<file path="config.mk">
export PLATFORM = sky130hd
export DESIGN_NAME = frame_buffer_scheduler
export DESIGN_NICKNAME = d
export VERILOG_FILES = /design/src/rtl/frame_buffer_scheduler.sv
export SDC_FILE = /design/constraint.sdc
export NUM_CORES = 1
export LEC_CHECK = 0
export ABC_AREA = 1
export CORE_ASPECT_RATIO = 0.75
export CORE_UTILIZATION = 40
export DETAILED_ROUTE_END_ITERATION = 6
export GPL_TIMING_DRIVEN = 0
export PLACE_DENSITY = 0.74
export SETUP_SLACK_MARGIN = 0.5
export SLEW_MARGIN = 20
export SYNTH_ARGS = -nofsm -noshare
export SYNTH_HDL_FRONTEND = slang
export SYNTH_SLANG_ARGS = --single-unit
export TNS_END_PERCENT = 100
</file>
<file path="constraint.sdc">
create_clock -name sys_clk -period 1.6 [get_ports sys_clk]
set_clock_uncertainty 0.05 [all_clocks]
set_input_delay 0.32 -clock sys_clk [delete_from_list [all_inputs] [get_ports sys_clk]]
set_output_delay 0.32 -clock sys_clk [all_outputs]
set_load 0.005 [all_outputs]
</file>
<file path="src/rtl/frame_buffer_scheduler.sv">
// Ring of NUM_BUFS DRAM frame buffers shared by one writer and one reader; newest completed frame wins.
// Latency: grants and state changes visible one cycle after the request; requests held as levels until granted.
module frame_buffer_scheduler #(
    parameter int          NUM_BUFS   = 4,
    parameter logic [31:0] BASE_ADDR  = 32'h0F80_0000,
    parameter logic [31:0] BUF_STRIDE = 32'h0040_0000
) (
    input  logic                    sys_clk,
    input  logic                    sys_rst_n,
    input  logic                    wr_req,
    output logic                    wr_grant,
    output logic                    wr_active,
    output logic [31:0]             wr_base,
    input  logic                    wr_done,
    input  logic                    wr_abort,
    input  logic                    rd_req,
    output logic                    rd_grant,
    output logic                    rd_active,
    output logic [31:0]             rd_base,
    output logic                    rd_fresh,
    input  logic                    rd_done,
    output logic [15:0]             drop_count,
    output logic [3*NUM_BUFS-1:0]   buf_state,
    output logic                    err
);

    localparam int IW = $clog2(NUM_BUFS);

    localparam logic [2:0] S_FREE    = 3'd0;
    localparam logic [2:0] S_WRITING = 3'd1;
    localparam logic [2:0] S_READY   = 3'd2;
    localparam logic [2:0] S_READING = 3'd3;
    localparam logic [2:0] S_SHOWN   = 3'd4;

    logic [2:0]    st_q [NUM_BUFS];
    logic [2:0]    st_d [NUM_BUFS];
    logic [IW-1:0] wr_idx_q;

    logic          ready_vld, shown_vld, free_vld;
    logic [IW-1:0] ready_idx, shown_idx, writing_idx, reading_idx, free_idx;
    logic          wr_start, wr_fin_done, wr_fin_abort;
    logic          rd_start_fresh, rd_start_rep, rd_fin, drop, proto_err;

    function automatic logic [31:0] base_of(input logic [IW-1:0] idx);
        return BASE_ADDR + BUF_STRIDE * {{(32-IW){1'b0}}, idx};
    endfunction

    // Classify the registered buffer states; each class holds at most one buffer.
    always_comb begin
        ready_vld   = 1'b0;
        shown_vld   = 1'b0;
        ready_idx   = '0;
        shown_idx   = '0;
        writing_idx = '0;
        reading_idx = '0;
        for (int i = 0; i < NUM_BUFS; i++) begin
            if (st_q[i] == S_READY) begin
                ready_vld = 1'b1;
                ready_idx = IW'(i);
            end
            if (st_q[i] == S_SHOWN) begin
                shown_vld = 1'b1;
                shown_idx = IW'(i);
            end
            if (st_q[i] == S_WRITING) writing_idx = IW'(i);
            if (st_q[i] == S_READING) reading_idx = IW'(i);
        end
    end

    // Round-robin search for a FREE buffer starting just after the last writer buffer.
    always_comb begin
        int k;
        k        = 0;
        free_vld = 1'b0;
        free_idx = '0;
        for (int j = 1; j <= NUM_BUFS; j++) begin
            k = (int'(wr_idx_q) + j) % NUM_BUFS;
            if (!free_vld && st_q[k] == S_FREE) begin
                free_vld = 1'b1;
                free_idx = IW'(k);
            end
        end
    end

    always_comb begin
        wr_start       = wr_req && !wr_active && free_vld;
        wr_fin_abort   = wr_abort && wr_active;
        wr_fin_done    = wr_done && !wr_abort && wr_active;
        rd_start_fresh = rd_req && !rd_active && ready_vld;
        rd_start_rep   = rd_req && !rd_active && !ready_vld && shown_vld;
        rd_fin         = rd_done && rd_active;
        // An old READY frame handed to the reader this cycle is not a drop.
        drop           = wr_fin_done && ready_vld && !rd_start_fresh;
        proto_err      = ((wr_done || wr_abort) && !wr_active) || (rd_done && !rd_active);
    end

    // Next buffer states; every transition below touches a distinct buffer.
    always_comb begin
        for (int i = 0; i < NUM_BUFS; i++) st_d[i] = st_q[i];
        if (rd_start_fresh) begin
            st_d[ready_idx] = S_READING;
            if (shown_vld) st_d[shown_idx] = S_FREE;
        end
        if (rd_start_rep) st_d[shown_idx]   = S_READING;
        if (rd_fin)       st_d[reading_idx] = S_SHOWN;
        if (drop)         st_d[ready_idx]   = S_FREE;
        if (wr_fin_abort) st_d[writing_idx] = S_FREE;
        if (wr_fin_done)  st_d[writing_idx] = S_READY;
        if (wr_start)     st_d[free_idx]    = S_WRITING;
    end

    always_ff @(posedge sys_clk) begin
        if (!sys_rst_n) begin
            for (int i = 0; i < NUM_BUFS; i++) st_q[i] <= S_FREE;
            wr_idx_q   <= IW'(NUM_BUFS - 1);
            wr_grant   <= 1'b0;
            wr_active  <= 1'b0;
            wr_base    <= '0;
            rd_grant   <= 1'b0;
            rd_active  <= 1'b0;
            rd_base    <= '0;
            rd_fresh   <= 1'b0;
            drop_count <= '0;
            err        <= 1'b0;
        end else begin
            for (int i = 0; i < NUM_BUFS; i++) st_q[i] <= st_d[i];
            wr_grant <= wr_start;
            rd_grant <= rd_start_fresh || rd_start_rep;
            rd_fresh <= rd_start_fresh;
            if (wr_start) begin
                wr_idx_q  <= free_idx;
                wr_active <= 1'b1;
                wr_base   <= base_of(free_idx);
            end else if (wr_fin_abort || wr_fin_done) begin
                wr_active <= 1'b0;
            end
            if (rd_start_fresh) begin
                rd_active <= 1'b1;
                rd_base   <= base_of(ready_idx);
            end else if (rd_start_rep) begin
                rd_active <= 1'b1;
                rd_base   <= base_of(shown_idx);
            end else if (rd_fin) begin
                rd_active <= 1'b0;
            end
            if (drop && drop_count != 16'hFFFF) drop_count <= drop_count + 16'd1;
            if (proto_err) err <= 1'b1;
        end
    end

    always_comb begin
        buf_state = '0;
        for (int i = 0; i < NUM_BUFS; i++) buf_state[3*i +: 3] = st_q[i];
    end

endmodule

</file>
==> flow_summary_export.csv, run 1 <==
group,metric,value,unit
logic_synthesis,post_synth_instance_area,0.00321,mm^2
logic_synthesis,synth_top_area_share,0.274,
setup_path,crit-reg2reg-launch,"st_q[1][1]$_SDFF_PN0_",
cts,cts-root-buf,"sky130_fd_sc_hd__clkbuf_8",
grt,first_pass_grt_wire_length,15700,um
cts,clock_latency,0.31,ns
timing,fmaxAchievable,551,MHz
timing,final_setup_margin,-0.215,ns
logic_synthesis,synth_cell_types,43,
floorplan,die_area,0.00840,mm^2
grt,grt_start_max_net_pins,16,
logic_synthesis,leading_cell_types_by_count_after_synthesis,"sky130_fd_sc_hd__nand2_1, sky130_fd_sc_hd__buf_4, sky130_fd_sc_hd__nor2_1, sky130_fd_sc_hd__dfxtp_1, sky130_fd_sc_hd__inv_1",
cts,clock_tree.htree_level_count,2,
placed_design,detailed_place.area,0.00424,mm^2
detailed_routing,postRouteAntennaNets,0,
timing,maxSlewHeadroom,0.512,
timing,worst_pin_slew,0.731,ns
setup_path,setup.worst_path.start_class,"input port",
cts,total_clock_buffers_created_by_cts,5,
cts,clk_path_buf_depth,2,
logic_synthesis,synth_enable_flop_cells,0,
cells_and_area,area_growth,70.5,%
timing,rsz_0062_raised_after_global_routing,"true",
timing,setup_viol,33,
logic_synthesis,proportion_of_synthesized_chip_area_in_sequential_cells,0.274,
grt,grt_antenna_before_repair,0,
detailed_routing,detailedRoute.firstPassIterationCount,5,
setup_path,worst_path_dominant_cell_family,"simple AND/OR/NAND/NOR gates",
cells_and_area,num-nets-final,667,
logic_synthesis,asyncSetResetFlopFracSynth,0,
cts,tritoncts,"built",
setup_path,cp_num_buf_inv,1,
min_path,hold_path.class,"in -> reg",
timing,setup-tns-final,-3.81,ns
timing,finalHoldViolCount,0,
logic_synthesis,synth.avg_cell_area,6.79,um^2
setup_path,cp_data_required_time,1.76,ns
setup_path,path_cells,"clkdlybuf4s50_1 -> nand3_2 -> nor2_4 -> nand2_4 -> a21oi_4 -> nand2_2 -> nor2_4 -> nand2_1 -> nor3b_2",
detailed_routing,detail_route.wl_per_cell,13.8,um
detailed_routing,routed-wl-met3,654,um
cells_and_area,multi_input_area,0.00221,mm^2
min_path,worst_hold_path_startpoint,"sys_rst_n",
logic_synthesis,netlist_top_cells_area,"sky130_fd_sc_hd__dfxtp_1, sky130_fd_sc_hd__buf_4, sky130_fd_sc_hd__nand2_1",
setup_path,setup.worst_path.end_class,"flop",
setup_path,cp_num_cells,9,
cells_and_area,drive_gt1_frac,0.555,
floorplan,io_pins,105,
setup_path,reg2reg_depth,10,
logic_synthesis,synth.yosys.warnings,0,
setup_path,worstSetupPathType,"in -> reg",
setup_path,source_of_the_critical_timing_path,"wr_done",
cts,cts-hold-fix-buffers,0,
floorplan,die_h,79.6,um
pwr,max-vdd-ir-drop,0.365,mV
floorplan,initial_core_util,0.424,
placed_design,io_buffers,54,
pwr,totalPowerFinal,3.82,mW
logic_synthesis,yosys_most_used_dff,"sky130_fd_sc_hd__dfxtp_1",
setup_path,worst-endpoint-arrival,1.97,ns
grt,grt.total_usage,0.237,
flow_run,drv_cap,0,
setup_path,critPathSlowestCell,"sky130_fd_sc_hd__clkdlybuf4s50_1",
logic_synthesis,synthMostInstantiatedCell,"sky130_fd_sc_hd__nand2_1",
timing,fin_crit_sh,1.13,
setup_path,cp_max_fo,6,
logic_synthesis,postSynthRegisterBits,44,
detailed_routing,highest_layer,"met4",
floorplan,row_count,27,
run_status,violations,"negative setup slack",
setup_path,worst_path_largest_cell_delay,0.55,ns
timing,final-max-slew-violation-count,0,
detailed_routing,vias_per_cell,4.75,
logic_synthesis,netlist_instances,473,
placed_design,finalWeightedCongestion,0.920,
floorplan,die_width,105,um
cts,clkSinkCount,44,
setup_path,timing.critical_path.mode_cell,"sky130_fd_sc_hd__nor2_4",
logic_synthesis,post-synth-top-area-cell,"sky130_fd_sc_hd__dfxtp_1",
cells_and_area,final-seq-area,0.00100,mm^2
detailed_routing,drt_iter0_drc,242,
detailed_routing,total_wirelength_of_the_detailed_routed_design,10500,um
cells_and_area,final_cell_area,0.00548,mm^2
detailed_routing,routed-via-count,3613,
grt,first_global_vias,3162,
cts,clk_transition_reported_paths,0.09,ns
timing,post-route-min-period,1.82,ns
detailed_routing,drcViolationCount,0,
cells_and_area,final_core_util,0.724,
detailed_routing,met1Wirelength,4550,um
cells_and_area,fillCellCount,575,
pwr,power_density,697,mW/mm^2
run_status,outcome,"finished with violations",
min_path,whs_path_depth,3,
placed_design,dp_hpwl,6900,um
grt,grt-ovfl-total,0,
floorplan,core_area,0.00757,mm^2
cells_and_area,antenna_cells_inserted,0,
pwr,total_leakage_power,2.61,nW
detailed_routing,wl_met2,5110,um
[per-layer routing]
layer  track usage  vias up
met3        0.0318       21
met2         0.397      150
met1         0.320     1662
met4        0.0648        0
li1              -     1780
met5             0        -
[final timing paths]
path / to / slack [ns]
max: drop_count[6]$_SDFFE_PN0P_ / -0.22
min reg2reg: wr_base[28]$_SDFFE_PN0P_ / 0.44
min: drop_count[1]$_SDFFE_PN0P_ / 0.41
max reg2reg: drop_count[6]$_SDFFE_PN0P_ / -0.14
[metrics by stage]
step	instances	hold slack (ns)	worst slack, ns
6_report	761	0.409	-0.215
5_1_grt	761	0.398	-0.240
4_1_cts	737	0.392	-0.120
3_5_place_dp	677	0.428	-0.503
3_3_place_gp	677	0.421	-0.479
2_1_floorplan	522	0.401	0.0464
[placed cells by master (no fill, tap or decap), types with 24 or more instances in the layout]
cell | synthesis | routed
sky130_fd_sc_hd__buf_4 | 59 | 95
sky130_fd_sc_hd__nor2_1 | 45 | 30
sky130_fd_sc_hd__nand2_2 | 14 | 24
sky130_fd_sc_hd__conb_1 | 1 | 50
sky130_fd_sc_hd__buf_6 | 1 | 81
sky130_fd_sc_hd__nand2_1 | 107 | 84
sky130_fd_sc_hd__dfxtp_4 | 0 | 28
sky130_fd_sc_hd__inv_1 | 42 | 35
sky130_fd_sc_hd__a21oi_1 | 30 | 25
[timing repair]
action / 4_1_cts / 5_1_grt
buffers inserted: 52 / 23
setup endpoints to repair: 92 / 91
gates resized for setup: 292 / 95
cloned: 0 / 1
pin swaps: 22 / 25
[worst min-delay path, delay by kind of cell]
kind / cells / cell delay (ns)
buf+inv: 1 / 0.30
compound gates: 2 / 0.12
[area by class of cell]
| cell class | count | area share |
|---|---|---|
| Buffer | 64 | 0.0964 |
| Clock buffer | 5 | 0.0126 |
| Clock inverter | 3 | 0.00846 |
| Inverter | 54 | 0.0425 |
| Multi-Input combinational cell | 360 | 0.404 |
| Sequential cell | 44 | 0.183 |
| Tap cell | 101 | 0.0231 |
| Timing Repair Buffer | 130 | 0.230 |
[cells by family after synthesis]
kind of cell,Yosys count,synth area share
other,1,0.00117
DFF,44,0.274
AOI/OAI and AO/OA,67,0.126
buffers and inverters,118,0.210
adders and majority gates,1,0.00389
xor gates and xnor gates,8,0.0218
and+or+nand+nor,234,0.363
[flip-flops by register name (all words and copies together) (netlist names), named ones only]
register,cells
rd_base,3
err,1
wr_active,1
rd_grant,1
rd_active,1
wr_grant,1
st_q,12
rd_fresh,1
wr_idx_q,2
drop_count,16
wr_base,3
[power by group]
group	total, mW	internal (mW)	leakage, nW	switching, mW
clock network	0.923	0.471	0.0548	0.452
logic	1.64	0.786	2.17	0.855
registers	1.25	1.16	0.383	0.0955
No activity file was read; power rests on OpenSTA's default activity.
==> run 2: changes to the inputs <==
- CORE_ASPECT_RATIO: 0.75 -> unset
- CORE_UTILIZATION: 40 -> 42
- PLACE_DENSITY: 0.74 -> 0.77
==> flow_summary_export.csv, run 2 (synthesis results as in run 1) <==
group,metric,value,unit
run_status,outcome,"finished with violations",
detailed_routing,postRouteAntennaNets,0,
timing,rsz_0062_raised_after_global_routing,"true",
timing,finalHoldViolCount,0,
setup_path,critPathSlowestCell,"sky130_fd_sc_hd__dfxtp_4",
timing,fmaxAchievable,542,MHz
cells_and_area,area_growth,79.0,%
grt,first_global_vias,3250,
floorplan,die_width,89.5,um
setup_path,worst-endpoint-arrival,1.98,ns
cells_and_area,num-nets-final,688,
cts,clock_tree.htree_level_count,2,
grt,grt.total_usage,0.247,
timing,final-max-slew-violation-count,0,
grt,grt-ovfl-total,0,
floorplan,row_count,31,
cells_and_area,antenna_cells_inserted,0,
cells_and_area,drive_gt1_frac,0.594,
detailed_routing,total_wirelength_of_the_detailed_routed_design,12100,um
cells_and_area,largest_register_ffs,16,
placed_design,preCtsSetupSlack,-0.447,ns
cells_and_area,fillCellCount,457,
placed_design,place.detailed.instances,675,
cts,total_clock_buffers_created_by_cts,5,
cts,tritoncts,"built",
detailed_routing,detail_route.wl_per_cell,15.6,um
pwr,max-vdd-ir-drop,0.354,mV
grt,grt_start_max_net_pins,13,
cells_and_area,max_flop_register,"drop_count",
detailed_routing,vias_per_cell,5.07,
run_status,violations,"negative setup slack",
cts,clk_transition_reported_paths,0.09,ns
floorplan,initial_core_util,0.438,
detailed_routing,drcViolationCount,0,
cells_and_area,final_instance_count_excl_fillers,779,
pwr,total_leakage_power,2.85,nW
floorplan,io_pins,105,
cells_and_area,final_core_util,0.784,
cells_and_area,mostFrequentLayoutCell,"sky130_fd_sc_hd__buf_4",
setup_path,cp_max_fo,6,
setup_path,setup.worst_path.end_class,"flop",
cells_and_area,reg.largest.list,"drop_count: 16 flops, st_q: 12 flops",
detailed_routing,routed-via-count,3950,
setup_path,worstSetupPathType,"reg -> reg",
pwr,power_density,628,mW/mm^2
placed_design,dp_hpwl,6390,um
cts,cts-hold-fix-buffers,0,
timing,post-route-min-period,1.84,ns
setup_path,cp_data_required_time,1.73,ns
setup_path,cp_num_buf_inv,2,
min_path,hold_path.class,"in -> reg",
cts,clock_latency,0.31,ns
setup_path,path_cells,"ha_4 -> nand3_4 -> nor4_4 -> a21oi_4 -> buf_12 -> nand2_4 -> inv_2 -> o21ai_1 -> a21oi_1",
timing,fin_crit_sh,1.15,
floorplan,die_area,0.00800,mm^2
setup_path,worst_path_dominant_cell_family,"simple AND/OR/NAND/NOR gates",
cts,clk_path_buf_depth,2,
timing,maxSlewHeadroom,0.594,
floorplan,die_h,89.5,um
timing,worst_pin_slew,0.610,ns
cts,cts-root-buf,"sky130_fd_sc_hd__clkbuf_8",
placed_design,io_buffers,54,
flow_run,drv_cap,0,
grt,grt_antenna_before_repair,0,
cells_and_area,most_frequent_cells_in_the_layout,"sky130_fd_sc_hd__buf_4, sky130_fd_sc_hd__buf_6, sky130_fd_sc_hd__nand2_1, sky130_fd_sc_hd__conb_1, sky130_fd_sc_hd__inv_1",
floorplan,core_area,0.00733,mm^2
setup_path,worst_path_largest_cell_delay,0.39,ns
detailed_routing,drt_iter0_drc,348,
timing,setup_viol,38,
cts,clkSinkCount,44,
setup_path,setup.worst_path.start_class,"flop",
detailed_routing,detailedRoute.firstPassIterationCount,6,
grt,first_pass_grt_wire_length,15100,um
timing,final_setup_margin,-0.244,ns
placed_design,finalWeightedCongestion,0.900,
[run 2: changes by cell type in the layout (fill, tap and decap cells not counted), sizes merged]
cell	delta
dlymetal6s2s	-1
clkinv	+2
clkinvlp	-1
inv	-2
clkbuf	+1
buf	+21
clkdlybuf4s50	+1
bufinv	-1
[run 2: tightest hold or removal path: stages]
cell and delay, ns:
sky130_fd_sc_hd__dlygate4sd2_1 0.29, sky130_fd_sc_hd__o21ai_1 0.09, sky130_fd_sc_hd__a21oi_1 0.05
[run 2: routing by layer]
| layer | vias to the layer above | GRT usage | wire, um |
|---|---|---|---|
| li1 | 1824 | - | - |
| met1 | 1823 | 0.298 | 4390 |
| met2 | 235 | 0.448 | 6310 |
| met3 | 68 | 0.0351 | 832 |
| met4 | 0 | 0.0837 | 608 |
| met5 | - | 0 | 0 |
[run 2: final cells by class]
class                      instances  area, um^2  area share
clock buffer                       6        72.6      0.0126
sequential                        44         996       0.173
clock inverter                     1        5.00    0.000871
timing repair buffer             151        1440       0.250
multi-input combinational        360        2340       0.407
inverter                          54         240      0.0418
buffer                            64         532      0.0925
tap                               99         124      0.0215
[run 2: power breakdown]
group	leakage [nW]	internal, mW	switching [mW]
registers	0.383	1.16	0.103
logic	2.42	0.802	0.854
clock network	0.0410	0.298	0.395
[run 2: timing repair]
| item | CTS | global route |
|---|---|---|
| pin swaps | 28 | 29 |
| endpoints found under the setup margin | 92 | 91 |
| resized for setup | 335 | 95 |
| cloned | 1 | 0 |
| buffers inserted | 65 | 31 |
[run 2: path summary, 6_finish.rpt]
check        slack [ns]  cells after the start                       start                          end
max               -0.24                      9  drop_count[1]$_SDFFE_PN0P_   drop_count[4]$_SDFFE_PN0P_
min                0.45                      3                   sys_rst_n  drop_count[12]$_SDFFE_PN0P_
max reg2reg       -0.24                      9  drop_count[1]$_SDFFE_PN0P_   drop_count[4]$_SDFFE_PN0P_
min reg2reg        0.46                      2            err$_SDFFE_PN0P_             err$_SDFFE_PN0P_
[run 2: stage by stage]
stage	setup TNS, ns	power (mW)	hold WS [ns]	cell area [um^2]
6_report	-4.03	3.61	0.450	5750
5_1_grt	-6.85	3.81	0.460	5750
4_1_cts	-1.32	3.39	0.405	5160
3_5_place_dp	-9.72	2.49	0.427	4240
3_3_place_gp	-8.42	2.47	0.418	4240
2_1_floorplan	0	2.15	0.401	3570
